===== src/rtl/spi_pkg.sv =====
//==============================================================================
// Module      : spi_pkg
// Description : Shared FSM encoding, SPI mode constants and length clamp helper
//               for the SPI master shift engine.
// Revision    : 1.0 - initial release
//==============================================================================
`default_nettype none
`timescale 1ns/1ps

package spi_pkg;

    typedef enum logic [2:0] {
        ST_IDLE  = 3'd0,
        ST_SETUP = 3'd1,
        ST_SHIFT = 3'd2,
        ST_HOLD  = 3'd3,
        ST_DONE  = 3'd4
    } spi_state_t;

    // Encoded as {cpol, cpha}
    localparam logic [1:0] SPI_MODE0 = 2'b00;
    localparam logic [1:0] SPI_MODE1 = 2'b01;
    localparam logic [1:0] SPI_MODE2 = 2'b10;
    localparam logic [1:0] SPI_MODE3 = 2'b11;

    function automatic int unsigned spi_eff_len(input int unsigned len,
                                                input int unsigned max_len);
        return ((len == 0) || (len > max_len)) ? max_len : len;
    endfunction

endpackage

`default_nettype wire


===== src/rtl/spi_shift_engine_clk_gen.sv =====
//==============================================================================
// Module      : spi_clk_gen
// Description : Half-period strobe generator; pulses one cycle every
//               clk_div+1 enabled cycles, restarted by load.
// Revision    : 1.0 - initial release
//==============================================================================
`default_nettype none
`timescale 1ns/1ps

module spi_clk_gen #(
    parameter int DIV_W = 8
) (
    input  logic             clk,
    input  logic             reset_n,
    input  logic [DIV_W-1:0] clk_div,
    input  logic             enable,
    input  logic             load,
    output logic             half_tick
);

    logic [DIV_W-1:0] r_cnt;

    always_ff @(posedge clk or negedge reset_n) begin
        if (!reset_n) begin
            r_cnt <= '0;
        end else if (load) begin
            r_cnt <= clk_div;
        end else if (enable) begin
            r_cnt <= (r_cnt == '0) ? clk_div : (r_cnt - DIV_W'(1));
        end
    end

    assign half_tick = enable & ~load & (r_cnt == '0);

endmodule

`default_nettype wire


===== src/rtl/spi_shift_engine.sv =====
//==============================================================================
// Module      : spi_shift_engine
// Description : Full-duplex SPI master shift engine with runtime length, mode
//               and bit order; start/busy/done host handshake.
// Revision    : 1.0 - initial release
//==============================================================================
`default_nettype none
`timescale 1ns/1ps

module spi_shift_engine
    import spi_pkg::*;
#(
    parameter  int DATA_W = 32,
    parameter  int DIV_W  = 8,
    localparam int LEN_W  = $clog2(DATA_W + 1)
) (
    input  logic              clk,
    input  logic              reset_n,
    input  logic              start,
    input  logic [LEN_W-1:0]  len,
    input  logic [DATA_W-1:0] tx_data,
    input  logic              cpol,
    input  logic              cpha,
    input  logic              lsb_first,
    input  logic [DIV_W-1:0]  clk_div,
    output logic              busy,
    output logic              done,
    output logic [DATA_W-1:0] rx_data,
    output logic              sck,
    output logic              mosi,
    input  logic              miso,
    output logic              cs_n
);

    localparam int               EDGE_W     = LEN_W + 1;
    localparam logic [LEN_W-1:0] c_full_len = LEN_W'(DATA_W);

    spi_state_t         r_state;
    logic [LEN_W-1:0]   r_len;
    logic [DATA_W-1:0]  r_tx;
    logic [DATA_W-1:0]  r_rx;
    logic [1:0]         r_mode;
    logic               r_lsb;
    logic [DIV_W-1:0]   r_div;
    logic [EDGE_W-1:0]  r_edge;

    logic               w_accept;
    logic               w_tick;
    logic [LEN_W-1:0]   w_len_eff;
    logic [DATA_W-1:0]  w_aligned;
    logic [DATA_W-1:0]  w_aligned_adv;
    logic               w_first;
    logic               w_head;
    logic [DATA_W-1:0]  w_tx_adv;
    logic [DATA_W-1:0]  w_rx_in;
    logic [EDGE_W-1:0]  w_edge_k;
    logic               w_leading;
    logic               w_last;
    logic               w_cpha1;
    logic               w_cpol1;
    logic [DIV_W-1:0]   w_div_sel;

    assign w_accept  = start & ~busy;
    assign w_len_eff = LEN_W'(spi_eff_len(32'(len), 32'(DATA_W)));

    // MSB-first words are left-justified so the next bit is always the top bit
    assign w_aligned     = lsb_first ? tx_data : (tx_data << (c_full_len - w_len_eff));
    assign w_aligned_adv = lsb_first ? (w_aligned >> 1) : (w_aligned << 1);
    assign w_first       = lsb_first ? tx_data[0] : w_aligned[DATA_W-1];

    assign w_head    = r_lsb ? r_tx[0] : r_tx[DATA_W-1];
    assign w_tx_adv  = r_lsb ? (r_tx >> 1) : (r_tx << 1);
    assign w_rx_in   = r_lsb ? {miso, r_rx[DATA_W-1:1]} : {r_rx[DATA_W-2:0], miso};

    assign w_edge_k  = r_edge + EDGE_W'(1);
    assign w_leading = w_edge_k[0];
    assign w_last    = (w_edge_k == {r_len, 1'b0});
    assign w_cpha1   = (r_mode == SPI_MODE1) || (r_mode == SPI_MODE3);
    assign w_cpol1   = (r_mode == SPI_MODE2) || (r_mode == SPI_MODE3);

    // Every state change coincides with a tick, which reloads the divider itself
    assign w_div_sel = w_accept ? clk_div : r_div;

    spi_clk_gen #(
        .DIV_W (DIV_W)
    ) u_clk_gen (
        .clk       (clk),
        .reset_n   (reset_n),
        .clk_div   (w_div_sel),
        .enable    (busy),
        .load      (w_accept),
        .half_tick (w_tick)
    );

    always_ff @(posedge clk or negedge reset_n) begin
        if (!reset_n) begin
            r_state <= ST_IDLE;
            r_len   <= '0;
            r_tx    <= '0;
            r_rx    <= '0;
            r_mode  <= SPI_MODE0;
            r_lsb   <= 1'b0;
            r_div   <= '0;
            r_edge  <= '0;
            busy    <= 1'b0;
            done    <= 1'b0;
            rx_data <= '0;
            sck     <= 1'b0;
            mosi    <= 1'b0;
            cs_n    <= 1'b1;
        end else begin
            done <= 1'b0;
            case (r_state)
                ST_IDLE, ST_DONE: begin
                    r_state <= ST_IDLE;
                    busy    <= 1'b0;
                    cs_n    <= 1'b1;
                    mosi    <= 1'b0;
                    sck     <= cpol;
                    if (w_accept) begin
                        r_state <= ST_SETUP;
                        busy    <= 1'b1;
                        cs_n    <= 1'b0;
                        r_len   <= w_len_eff;
                        r_mode  <= {cpol, cpha};
                        r_lsb   <= lsb_first;
                        r_div   <= clk_div;
                        r_edge  <= '0;
                        r_rx    <= '0;
                        r_tx    <= cpha ? w_aligned : w_aligned_adv;
                        mosi    <= cpha ? 1'b0 : w_first;
                    end
                end
                ST_SETUP: begin
                    if (w_tick) begin
                        r_state <= ST_SHIFT;
                    end
                end
                ST_SHIFT: begin
                    if (w_tick) begin
                        sck    <= ~sck;
                        r_edge <= w_edge_k;
                        // Drive edge is trailing for cpha=0, leading for cpha=1
                        if (w_leading == w_cpha1) begin
                            if (!w_last) begin
                                mosi <= w_head;
                                r_tx <= w_tx_adv;
                            end
                        end else begin
                            r_rx <= w_rx_in;
                        end
                        if (w_last) begin
                            r_state <= ST_HOLD;
                        end
                    end
                end
                ST_HOLD: begin
                    sck <= w_cpol1;
                    if (w_tick) begin
                        r_state <= ST_DONE;
                        busy    <= 1'b0;
                        done    <= 1'b1;
                        cs_n    <= 1'b1;
                        mosi    <= 1'b0;
                        rx_data <= r_lsb ? (r_rx >> (c_full_len - r_len)) : r_rx;
                    end
                end
                default: r_state <= ST_IDLE;
            endcase
        end
    end

endmodule

`default_nettype wire


===== config.mk =====
export PLATFORM = sky130hd
export DESIGN_NAME = spi_shift_engine
export DESIGN_NICKNAME = d
export VERILOG_FILES = /design/src/rtl/spi_pkg.sv /design/src/rtl/spi_shift_engine_clk_gen.sv /design/src/rtl/spi_shift_engine.sv
export SDC_FILE = /design/constraint.sdc
export NUM_CORES = 1
export LEC_CHECK = 0
export BUFFER_PORTS_ARGS = -buffer_cell sky130_fd_sc_hd__buf_2
export CORE_ASPECT_RATIO = 1.5
export CORE_MARGIN = 4
export CORE_UTILIZATION = 56
export DETAILED_ROUTE_END_ITERATION = 8
export PLACE_DENSITY_LB_ADDON = 0.05
export SKIP_LAST_GASP = 1
export SLEW_MARGIN = 10
export SYNTH_ARGS = -nofsm -noshare
export SYNTH_HDL_FRONTEND = slang
export SYNTH_HIERARCHICAL = 1
export SYNTH_SLANG_ARGS = --single-unit

===== constraint.sdc =====
create_clock -name clk -period 2.8 [get_ports clk]
set_input_delay 0.14 -clock clk [delete_from_list [all_inputs] [get_ports clk]]
set_output_delay 0.14 -clock clk [all_outputs]
set_load 0.01 [all_outputs]

* Yosys cells after proc, flatten, opt, wreduce, memory -nomap -nowiden
Cells that the tools add are included.
** Cells by class
- Bitwise logic cells :: 6
- Magnitude comparators :: 1
- Reduce and logical (&&, ||, !) cells :: 20
- $add $sub $neg :: 4
- Equal/unequal tests :: 17
- Shifts and indexed selects :: 2
- Mux-type cells :: 47
** Operators with widths (count)
- two-way mux 32 bit :: 13
- one-hot mux 32 bit (2 select lines) :: 2
- two-way mux 8 bit :: 4
- left shift 32 x 6 -> 32 bit :: 1
- right shift 32 x 6 -> 32 bit :: 1
- two-way mux 1 bit :: 15
- two-way mux 7 bit :: 2
- one-hot mux 7 bit (2 select lines) :: 1
- two-way mux 3 bit :: 4
- one-hot mux 3 bit (4 select lines) :: 1
- subtractor 6 bit, first input constant :: 2
- AND reduction 5 bit :: 2
- logical NOT 8 bit :: 1
- inequality test 2 x 1 -> 1 bit, second input constant :: 4
- inequality test 2 bit, second input constant :: 4
- AND reduction 2 bit :: 4
- AND reduction 4 bit :: 2
- subtractor 8 x 1 -> 8 bit, second input constant :: 1
- adder 7 x 1 -> 7 bit, second input constant :: 1
- == test 7 bit :: 1
- == test 3 x 2 -> 1 bit, second input constant :: 2
- > comparator 6 bit, second input constant :: 1
- logical NOT 6 bit :: 1
- two-way mux 6 bit :: 1
- 15 further kinds :: 26
** Storage, ports and cells
- Output and inout port bits :: 37
- Bits of input ports :: 53
- Logic and storage cells :: 112
- Bits in registers :: 136

* Depth between registers and ports, before layout
- Depth in word-level cells :: 10
- Gate-level depth with buffers :: 15
- Mapped depth without buffers :: 11

* Modules after synthesis
The synthesis kept the hierarchy.
** Modules (own cells, without submodules)
- spi_shift_engine :: area each 10538.9 um2, cells an instance 1195, instances 1
- spi_clk_gen :: area each 544.3 um2, cells an instance 60, instances 1

* Worst setup path before layout
No wires, ideal clock.
- Path type :: flip-flop to flip-flop
- Start point :: reg r_len[0]
- End point :: reg rx_data[6]
- Required time :: 2.677 ns
- Arrival :: 2.887 ns
- Clock period less this slack :: 3.010 ns
- Library setup time :: 0.123 ns
- Path slack :: -0.210 ns
- Buffers on the path :: 5
- Stages on the path, launching flop included :: 15
- Path through :: dfrtp_1 buf_6 buf_4 buf_2 inv_1 ha_1 buf_2 buf_2 mux4_2 mux2_2 mux2_2 nand2_1 a21oi_1 o21ai_0 nand2_1
** Between the ends
- Cells in the longest elaborated chain, start to end :: 3
** RTL lines
- start: declaration :: RTL line spi_shift_engine.sv:39 : logic [LEN_W-1:0] r_len;
- start signal: assignment :: RTL line spi_shift_engine.sv:124 : r_len <= w_len_eff;
- subtractor 6 bit :: RTL line spi_shift_engine.sv:165 : rx_data <= r_lsb ? (r_rx >> (c_full_len - r_len)) : r_rx;
- right shift 32 x 6 -> 32 bit :: RTL line spi_shift_engine.sv:165
- two-way mux 32 bit :: RTL line spi_shift_engine.sv:165
- end signal: assignment :: RTL line spi_shift_engine.sv:165
- end: declaration :: RTL line spi_shift_engine.sv:28 : output logic [DATA_W-1:0] rx_data,
No other way between the ends.
A chain may end at the register's enable or synchronous reset.

* Worst setup path after layout
- Start point :: reg r_len[0]
- End point :: reg rx_data[1]
Same word-level chain as after synthesis.

==> flow_summary.ini <==
[detailed_routing]
drt_wl_total_um = 35740
first_pass_iters = 5
wl_per_cell_um = 21.80
via_per_inst = 6.484
route.detailed.drc = 0
drtIter0Drc = 1134
postRouteAntennaNets = 0
vias = 10630

[cells_and_area]
nNetsFinal = 1428
area_growth_pct = 17.40
fin_cells = 1639
drive_above_1_share = 0.2357
diodes = 0
final_cell_area_mm2 = 0.01301

[worst_setup_path]
timing.rr.start = r_len[0]$_DFFE_PN0P_
worstPathRequired_ns = 3.16
setup.worst_path.start = r_len[0]$_DFFE_PN0P_
critPathCapture = rx_data[1]$_DFFE_PN0P_
worst-r2r-setup-slack_ns = 0.13
startpoint_type = register
crit_fanout = 36
worstReg2RegEnd = rx_data[1]$_DFFE_PN0P_
critical_path_class = register to register
cp.arrival_ns = 3.03
end_kind = register
reg2reg_depth = 10

[power]
power_mw = 10.66
peakVddDrop_mv = 0.7801
power_density_mw_per_mm2 = 819.1
p_leak_nw = 5.770

[synth]
synth_top_area_cell = dfrtp_1
syn_area_per_cell_um2 = 8.831
netlist_area_mm2 = 0.01108
synth_area_leaders = dfrtp_1 30%, mux4_2 11%, mux2i_1 8.9%, nand2_1 7.7%, o21ai_0 4.3%
synth-edff-count = 0
synth_ff_type = dfrtp_1
synthCells = 1255
netlist.area_leader.share = 0.3048
synth.distinct_cells = 84
seq_area_frac_synth = 0.3072
synth-seq-cells = 136
synthesis.nets = 1313
async_flop_share = 1.000
ys_warn_count = 6

[floorplanning]
die_h_um = 180.3
io_pins = 90
dieArea_mm2 = 0.02215
rows = 62
core_area_mm2 = 0.01932
die_w_um = 122.9
start_util = 0.5738

[timing]
grt_setup_unrepaired = false
worstMarginPinSlew_ns = 1.135
setup_violations = 0
finalMaxSlewViolations = 0
finalCritPeriodShare = 0.9541
hold_viol_final = 0
relSlewSlack = 0.2379
max_freq_ghz = 0.3743
skew_ns = 0.008229
hold_ws_ns = 0.06541
setup_ws_ns = 0.1285
min_period_ns = 2.671

[placed_design]
port_buffers = 89
placed_area_mm2 = 0.01227
pre_cts_ws_ns = -0.04337
dp.cells = 1597
place_congestion = 0.9975
hpwl_um = 27280

[clocking]
htree_levels = 4
clk_path_buf_depth = 2
clk_pin_slew_ns = 0.06
clock_latency_ns = 0.42
numCtsBuffers = 17
tritoncts = yes
cts.sinks = 136
clockRootBuffer = clkbuf_16
cts_setup_buffers = 0

[global_routing]
grt_max_degree = 83
grt.total_usage = 0.3277
grt_overflow = 0
grt_pass1_vias = 10560
antenna_found_initial = 0
grt_pass1_wl_um = 57060

[flow_run]
cap_violations = 0

[status]
outcome = complete, no violations

[worst_hold_path]
min_path_type = input port to register
[layout make-up]
class	count	area, µm²
flip-flops and latches	136	3410
clock inverters	11	171.4
multi-input cells	993	7149
clock buffers	21	460.4
well taps	256	320.3
repair buffers	198	1408
fillers	1611	6305
inverters	24	92.59
[synthesized netlist by cell type, types with 24 or more instances]
library cell,number
clkbuf_1,56
a21oi_1,69
nand3_1,80
mux2i_1,99
buf_2,24
mux4_2,54
nand2_1,228
o21ai_0,96
nor2_1,56
a31oi_1,28
nor2b_1,29
dfrtp_1,135
nor3_1,24
[sequential cells by signal, indices dropped and copies added (netlist names)]
signal	cells
busy	1
cs_n	1
done	1
mosi	1
r_div	8
r_edge	7
r_len	6
r_lsb	1
r_mode	2
r_rx	32
r_state	3
r_tx	32
rx_data	32
sck	1
u_clk_gen/r_cnt	8
[per-stage QoR]
step | setup TNS (ns) | utilization
final | 0 | 0.6736
after detailed placement | -0.09454 | 0.6353
after CTS | 0 | 0.6731
after global placement | -0.04056 | 0.6353
after global routing | 0 | 0.6736
after floorplan | -0.1727 | -
[layout by cell type, fill, tap and decap left out, types with 55 or more instances in the layout]
master   Yosys  layout
a21oi_1     69      69
buf_2       24      88
buf_4        7      90
dfrtp_1    135     133
mux2i_1     99      98
mux4_2      54      55
nand2_1    228     228
nand3_1     80      78
nor2_1      56      55
o21ai_0     96      96
[cells by family (layout without fill, tap and decap cells)]
kind of cell | after synthesis | count (layout) | share of synthesized area
simple gates | 482 | 482 | 0.2030
compound gates | 317 | 317 | 0.1870
mux | 174 | 174 | 0.2296
flops | 136 | 136 | 0.3072
buf+inv | 126 | 254 | 0.05340
xor+xnor | 15 | 15 | 0.01423
fa+ha+maj | 5 | 5 | 0.005645
[routing by layer]
metal  up-vias  track usage  wire length [µm]
met2       465       0.5604             18250
met1      5124       0.3735             13190
li1       4906            -                 -
met3       133      0.04397              1645
met5         -            0                 0
met4         0       0.2197              2646
[power breakdown]
| group | leakage, nW | switching (mW) | internal, mW | total, mW |
|---|---|---|---|---|
| clock network | 0.304 | 0.865 | 1.54 | 2.40 |
| logic | 3.66 | 3.00 | 2.31 | 5.31 |
| registers | 1.81 | 0.521 | 2.42 | 2.94 |
[worst min path at each step]
stage                       start                       to  slack, ns  depth (start not counted)
after global placement    reset_n  rx_data[26]$_DFFE_PN0P_       0.23                          1
final                      len[4]     r_len[4]$_DFFE_PN0P_       0.07                          3
after detailed placement  reset_n  rx_data[26]$_DFFE_PN0P_       0.25                          1
after CTS                  len[4]     r_len[4]$_DFFE_PN0P_       0.06                          3
after global routing       len[4]     r_len[4]$_DFFE_PN0P_        0.1                          3
after floorplan           reset_n         busy$_DFFE_PN0P_      -0.16                          0
[critical path, stage by stage (launching register included)]
cell and delay [ns]:
dfrtp_2 0.43, inv_1 0.12, ha_1 0.34, buf_12 0.19, mux2i_1 0.15, mux4_2 0.56
mux2i_1 0.24, nand2_1 0.08, a21oi_1 0.27, o21ai_0 0.14, nand2_1 0.08
[repair_timing]
action / 4_1_cts / 5_1_grt
setup endpoints to repair: 0 / 6
hold endpoints to repair: 89 / 0
hold buffers: 10 / 0
gates resized for setup: 0 / 3
No activity file was read; power rests on OpenSTA's default activity.
